<file path="config.mk">
export PLATFORM = sky130hd
export DESIGN_NAME = uart_tx_mmio
export DESIGN_NICKNAME = d
export VERILOG_FILES = /design/src/rtl/uart_tx_mmio.sv
export SDC_FILE = /design/constraint.sdc
export NUM_CORES = 1
export LEC_CHECK = 0
export ABC_AREA = 0
export CORE_ASPECT_RATIO = 0.7
export CORE_UTILIZATION = 25
export CTS_CLUSTER_DIAMETER = 120
export CTS_CLUSTER_SIZE = 14
export DETAILED_ROUTE_END_ITERATION = 6
export PLACE_DENSITY = 0.54
export SYNTH_ARGS = -nofsm -noshare
export SYNTH_HDL_FRONTEND = slang
export SYNTH_SLANG_ARGS = --single-unit
</file>
<file path="constraint.sdc">
create_clock -name clk -period 3.6 [get_ports clk]
set_clock_uncertainty 0.1 [all_clocks]
set_input_delay 0.72 -clock clk [delete_from_list [all_inputs] [get_ports clk]]
set_output_delay 0.72 -clock clk [all_outputs]
set_load 0.05 [all_outputs]
</file>
<file path="src/rtl/uart_tx_mmio.sv">
// Memory-mapped 8N1 UART transmitter: TXDATA/STATUS register window on the core
// data bus, a small byte FIFO and a start/data/stop shift FSM driving tx.
module uart_tx_mmio #(
   parameter int unsigned CLKS_PER_BIT = 434,
   parameter int unsigned FIFO_DEPTH   = 8,
   parameter logic [31:0] BASE_ADDR    = 32'h1001_0100
) (
   input  logic        clk,
   input  logic        reset,
   input  logic        memwrite,
   input  logic        memread,
   input  logic [31:0] data_address,
   input  logic [31:0] writedata,
   output logic [31:0] received_data,
   output logic        hit,
   output logic        tx
);

   localparam int unsigned PTR_W  = $clog2(FIFO_DEPTH);
   localparam int unsigned CNT_W  = PTR_W + 1;
   localparam int unsigned BAUD_W = $clog2(CLKS_PER_BIT);
   localparam logic [BAUD_W-1:0] BAUD_MAX = BAUD_W'(CLKS_PER_BIT - 1);
   localparam logic [CNT_W-1:0]  CNT_FULL = CNT_W'(FIFO_DEPTH);

   typedef enum logic [1:0] {IDLE, START, DATA, STOP} state_t;

   state_t              state_q, state_d;
   logic [BAUD_W-1:0]   baud_q, baud_d;
   logic [2:0]          idx_q, idx_d, nxt_idx;
   logic [7:0]          shift_q, shift_d;
   logic                tx_d;
   logic                pop;

   logic [7:0]          fifo_mem [FIFO_DEPTH];
   logic [PTR_W-1:0]    rd_ptr, wr_ptr;
   logic [CNT_W-1:0]    count_q;
   logic                ovf_q;
   logic                full, empty, busy;
   logic                sel_status, wr_fire, push_req, push_ok, clr_ovf;
   logic [31:0]         status_word;
   logic                unused_bits;

   // memread and the byte-lane bits carry no meaning for this peripheral
   assign unused_bits = ^{memread, data_address[1:0], writedata[31:8]};

   // Bus decode
   assign hit        = (data_address[31:3] == BASE_ADDR[31:3]);
   assign sel_status = data_address[2];
   assign wr_fire    = memwrite && hit;
   assign push_req   = wr_fire && !sel_status;
   assign clr_ovf    = wr_fire && sel_status && writedata[3];

   assign full    = (count_q == CNT_FULL);
   assign empty   = (count_q == '0);
   assign busy    = (state_q != IDLE);
   assign push_ok = push_req && !full;

   assign status_word   = {20'd0, 4'(count_q), 4'd0, ovf_q, empty, full, busy};
   assign received_data = (hit && sel_status) ? status_word : 32'd0;

   // FIFO storage, no reset needed on the data array
   always_ff @(posedge clk) begin
      if (push_ok) fifo_mem[wr_ptr] <= writedata[7:0];
   end

   always_ff @(posedge clk or posedge reset) begin
      if (reset) begin
         rd_ptr  <= '0;
         wr_ptr  <= '0;
         count_q <= '0;
         ovf_q   <= 1'b0;
      end else begin
         if (push_ok) wr_ptr <= wr_ptr + PTR_W'(1);
         if (pop)     rd_ptr <= rd_ptr + PTR_W'(1);
         case ({push_ok, pop})
            2'b10:   count_q <= count_q + CNT_W'(1);
            2'b01:   count_q <= count_q - CNT_W'(1);
            default: count_q <= count_q;
         endcase
         // a dropped push sets overflow even if a pop frees a slot this edge
         if (push_req && full) ovf_q <= 1'b1;
         else if (clr_ovf)     ovf_q <= 1'b0;
      end
   end

   // TX FSM state register; tx is registered alongside the state
   always_ff @(posedge clk or posedge reset) begin
      if (reset) begin
         state_q <= IDLE;
         baud_q  <= '0;
         idx_q   <= '0;
         shift_q <= '0;
         tx      <= 1'b1;
      end else begin
         state_q <= state_d;
         baud_q  <= baud_d;
         idx_q   <= idx_d;
         shift_q <= shift_d;
         tx      <= tx_d;
      end
   end

   // Next state; tx_d is the line level belonging to the next state
   always_comb begin
      state_d = state_q;
      baud_d  = baud_q;
      idx_d   = idx_q;
      shift_d = shift_q;
      tx_d    = 1'b1;
      pop     = 1'b0;
      nxt_idx = idx_q + 3'd1;
      case (state_q)
         IDLE: begin
            if (!empty) begin
               pop     = 1'b1;
               shift_d = fifo_mem[rd_ptr];
               baud_d  = BAUD_MAX;
               state_d = START;
               tx_d    = 1'b0;
            end
         end
         START: begin
            tx_d = 1'b0;
            if (baud_q == '0) begin
               baud_d  = BAUD_MAX;
               idx_d   = 3'd0;
               state_d = DATA;
               tx_d    = shift_q[0];
            end else begin
               baud_d = baud_q - BAUD_W'(1);
            end
         end
         DATA: begin
            tx_d = shift_q[idx_q];
            if (baud_q == '0) begin
               baud_d = BAUD_MAX;
               if (idx_q == 3'd7) begin
                  state_d = STOP;
                  tx_d    = 1'b1;
               end else begin
                  idx_d = nxt_idx;
                  tx_d  = shift_q[nxt_idx];
               end
            end else begin
               baud_d = baud_q - BAUD_W'(1);
            end
         end
         STOP: begin
            tx_d = 1'b1;
            if (baud_q == '0) begin
               // chain straight into the next start bit when data is waiting
               if (!empty) begin
                  pop     = 1'b1;
                  shift_d = fifo_mem[rd_ptr];
                  baud_d  = BAUD_MAX;
                  state_d = START;
                  tx_d    = 1'b0;
               end else begin
                  state_d = IDLE;
               end
            end else begin
               baud_d = baud_q - BAUD_W'(1);
            end
         end
         default: state_d = IDLE;
      endcase
   end

endmodule

</file>
# Word level (Yosys, flattened, before mapping)
# Memories as Yosys holds them, arrays and structs flattened.
# Cells that the tools add are included.
# word_totals
reg_bits	34
mem_bits_rw	64
in_bits	68
word_cells	90
n_memories	1
# memory_table
memory	words	width	rd	rd_clocked_by_memory_dff	write_ports	line	source
fifo_mem	8	8	1	0	1	34	logic [7:0] fifo_mem [FIFO_DEPTH];
# classes
n_addsub	6
order_cmp	2
n_eq_ne	14
n_mux	37
reduce_logical	21
# op_table
op	n
$eq A29 B26 Y1 const B	1
$mux W9	3
$pmux W9 S3	1
$mux W8	2
$pmux W8 S2	1
$mux W1	14
$mux W12	1
$ne A2 B2 Y1 const B	6
$mux W2	5
$reduce_bool A2 Y1	5
$add A3 B1 Y3 const B	3
$logic_not A9 Y1	1
$mux W3	3
$sub A9 B1 Y9 const B	1
$lt A3 B4 Y1 const B	2
$pmux W2 S4	1
$pmux W4 S2	1
$logic_and A1 B1 Y1	7
$bmux W1 S3	2
$eq A2 B2 Y1 const B	3
$pmux W3 S2	1
$reduce_and A5 Y1	1
$add A4 B1 Y4 const B	1
$eq A2 B1 Y1 const B	2
11 further kinds	12

# Logic depth before layout (Yosys ltp)
# logic_depth
depth_word	6
depth_mapped	12

# Least setup slack after synthesis
# No wires, ideal clock.
# synth_path
kind	input -> output
start	input port data_address[4]
end	output port received_data[0]
t_arrival_ns	2.913
required_ns	2.780
setup_slack_ns	-0.133
path_stages	5
path_buffers	0
path_cell_list	nor4_1 > nand4_1 > nor2_1 > nand2_1 > nor2_1
# synth_between
elab_chain_cells	3
# synth_rtl
element	line	source
start, declared	12	input logic [31:0] data_address,
$eq A29 B26 Y1	47	assign hit = (data_address[31:3] == BASE_ADDR[31:3]);
named net hit	15	output logic hit,
$logic_and A1 B1 Y1	59	assign received_data = (hit && sel_status) ? status_word : 32'd0;
$mux W12	59	
end, declared	14	output logic [31:0] received_data,
# The timed path passes the listed nets, and every way through them passes these cells.

# Worst setup path in the final report
# layout_path
start	input port data_address[16]
end	output port received_data[0]
# layout_between
elab_chain_cells	3
# layout_rtl
element	line
$eq A29 B26 Y1	47
$logic_and A1 B1 Y1	59
$mux W12	59
# Every way passes these cells.

==> impl_metrics.tcl <==
set metrics [dict create \
    status "completed" \
    stdcell_count 656 \
    p_sw_share_pct 25.0 \
    syn2layout_area_growth_pct 24.0 \
    final_nets 491 \
    routedWlPerCell_um 14.3 \
    grt_max_degree 35 \
    power_frac_clock_pct 39.7 \
    worstSkewPairLatency_ns 0.35 \
    post-route-drc-count 0 \
    start_kind "primary input" \
    end_kind "primary output" \
    synth_sequential_area_ratio_pct 57.6 \
    drive_gt1_share_pct 18.4 \
    cts_hold_buf 0 \
    path_cells "clkdlybuf4s50_1 > nor4bb_1 > nand4_1 > nor2_2 > nand2_1 > nor2_1 > buf_12" \
    crit_required_ns 2.78 \
    slew_headroom_pct 43.5 \
    power.internal_mw 1.82 \
    fin_crit_sh_pct 93.5 \
    num_io_pins 102 \
    grt_use_met3_pct 2.72 \
    clkTransAtPathRegs_ns 0.07 \
    yosys.area.top_type "edfxtp_1" \
    grt_pass1_wl_um 15400 \
    async_flop_share_pct 34.7 \
    dp.cells 640 \
    hold_violations 0 \
    netlist_area_sq_um 4820 \
    pwr-share-comb_pct 8.2 \
    yosysMostFrequentCell "edfxtp_1" \
    globalRouteMet2Util_pct 16.3 \
    cts_root_buf "clkbuf_16" \
    ant_nets 0 \
    cp_max_fo 9 \
    vias 2948 \
    grt.busiest_layer "met2" \
    min_period_ns 3.36 \
    core-area_sq_um 18900 \
    synth_area_leaders "edfxtp_1, dfrtp_1, mux4_2, buf_4, ha_1" \
    p_leak_nw 2.23 \
    ys_seq_elements 98 \
    setup_viol 0 \
    fmax_mhz 297 \
    min-delay-path-class "register to register" \
    worstSetupPathType "primary input to primary output" \
    synthCells 347 \
    synth_area_per_cell_sq_um 13.9 \
    crit_path_top_delay_cell "clkdlybuf4s50_1" \
    grtUsageTotal_pct 10.2 \
    die_area_sq_um 19800 \
    critPathMaxStageDelay_ns 0.44 \
    cts.sinks 98 \
    power_density_nw_per_um2 405 \
    routed_via_density 4.49 \
    gp_congestion 0.773 \
    grt_pass1_vias 2894 \
    power.net_switching_mw 0.604 \
    maxCapViolCount 0 \
    p_total_mw 2.42 \
    tightest_slew_ns 0.847 \
    grt.overflow.total 0 \
    clk_path_buf_depth 2 \
    synth_common_cells "edfxtp_1, dfrtp_1, buf_4" \
    yosysTopAreaCellShare_pct 39.9 \
    io_buffers 50 \
    synth_cell_type_count 60 \
    antennaDiodeCount 0 \
    rsz0062_at_grt "no" \
    yosysWarningCount 0 \
    wirelength_um 9380 \
    cts_buffers 9 \
    ys.flop_type "edfxtp_1" \
    cts_setup_buffers 0 \
    grtUsageMet1_pct 13.4 \
    rows 42 \
    cp.arrival_ns 2.54 \
    dp_hpwl_um 6720 \
    cts_tree "built" \
    initial_core_util_pct 25.5 \
    vdd_drop_max_mv 0.224 \
    ctsResizeCount 0 \
    drt_iter0_drc 156 \
    fin_setup_tns_ns 0 \
    seqPwrFrac_pct 52.2 \
    synth_edf_count 64 \
    die_x_um 168 \
    slew_violations 0 \
    antenna_found_initial 0 \
    fp.dieH_um 118 \
    firstDrtPassIters 4 \
    cts_htree_levels 3 \
]
## cell usage in the layout, fill, tap and decap left out, types with 4 or more instances in the layout
cell type         n
a21oi_1           6
a22o_1            6
a31oi_1           4
and3_1            6
buf_12            9
buf_4            14
clkbuf_16         9
clkdlybuf4s50_1  41
conb_1           24
dfrtp_1          33
edfxtp_1         64
ha_1             14
inv_1             8
mux2i_1          11
mux4_2           20
nand2_1          21
nand2b_1          6
nand3_1           6
nor2_1           21
nor3_1            4
nor4_1            6
o21ai_0          11
o21ai_1          10
xor2_1            7
## critical path, delay by kind of cell
family / cells / cell delay, ns
buf+inv: 2 / 0.60
simple gates: 5 / 1.21
## cell type report
type | instances | area (sq um)
Fill cell | 1868 | 12900
Clock inverter | 7 | 81.3
Inverter | 8 | 30.0
Timing Repair Buffer | 64 | 696
Tap cell | 242 | 303
Clock buffer | 9 | 225
Sequential cell | 98 | 2770
Multi-Input combinational cell | 228 | 1860
## per-layer routing
layer	wire (um)	share of wire, %	up-vias
li1	-	-	1397
met1	4490	48	1463
met2	4400	47	79
met3	387	4.1	9
met4	99	1.1	0
met5	0	0	-
## cell families after synthesis
logic type,after synthesis,share of synthesized area [%]
other cells,1,0.0779
flops,98,57.6
buf+inv,44,5.59
compound gates,54,7.64
simple gates,91,11.1
mux,35,12.6
fa+ha+maj,14,3.64
xor+xnor,10,1.82
## power groups by stage
| stage | logic, mW | registers [mW] | clock network (mW) |
|---|---|---|---|
| final | 0.198 | 1.26 | 0.960 |
| after global routing | 0.218 | 1.27 | 1.04 |
| after CTS | 0.201 | 1.26 | 0.987 |
| after detailed placement | 0.201 | 1.29 | 0 |
| after global placement | 0.197 | 1.29 | 0 |
| after floorplan | 0.153 | 1.28 | 0 |
## stage by stage
stage                     instance area [sq um]  hold WS [ns]  utilization [%]  setup WS [ns]
after floorplan                            4900         0.365                -          0.164
after global placement                     5660         0.390             30.0          0.153
after detailed placement                   5660         0.400             30.0         0.0664
after global routing                       5970         0.425             31.6         0.0782
after CTS                                  5970         0.416             31.6          0.198
final                                      5970         0.408             31.6          0.235
## flip-flops by register name, summed over array words and instances (netlist names), 2 cells and up
signal and cells:
baud_q 9, count_q 4, fifo_mem 64, idx_q 3, rd_ptr 3, shift_q 8
state_q 2, wr_ptr 3
## final timing paths
path / end / startpoint / cells after the start / slack [ns]
max in group asynchronous: tx$_DFF_PP1_ / reset / 3 / 2.37
min in group asynchronous: ovf_q$_DFFE_PP0P_ / reset / 3 / 0.67
hold reg to reg: shift_q[5]$_DFFE_PP0P_ / shift_q[5]$_DFFE_PP0P_ / 2 / 0.41
setup / recovery: received_data[0] / data_address[16] / 7 / 0.24
hold / removal: shift_q[5]$_DFFE_PP0P_ / shift_q[5]$_DFFE_PP0P_ / 2 / 0.41
setup reg to reg: count_q[2]$_DFFE_PP0P_ / baud_q[0]$_DFF_PP0_ / 13 / 0.77
Power figures use the tool's default switching activity.
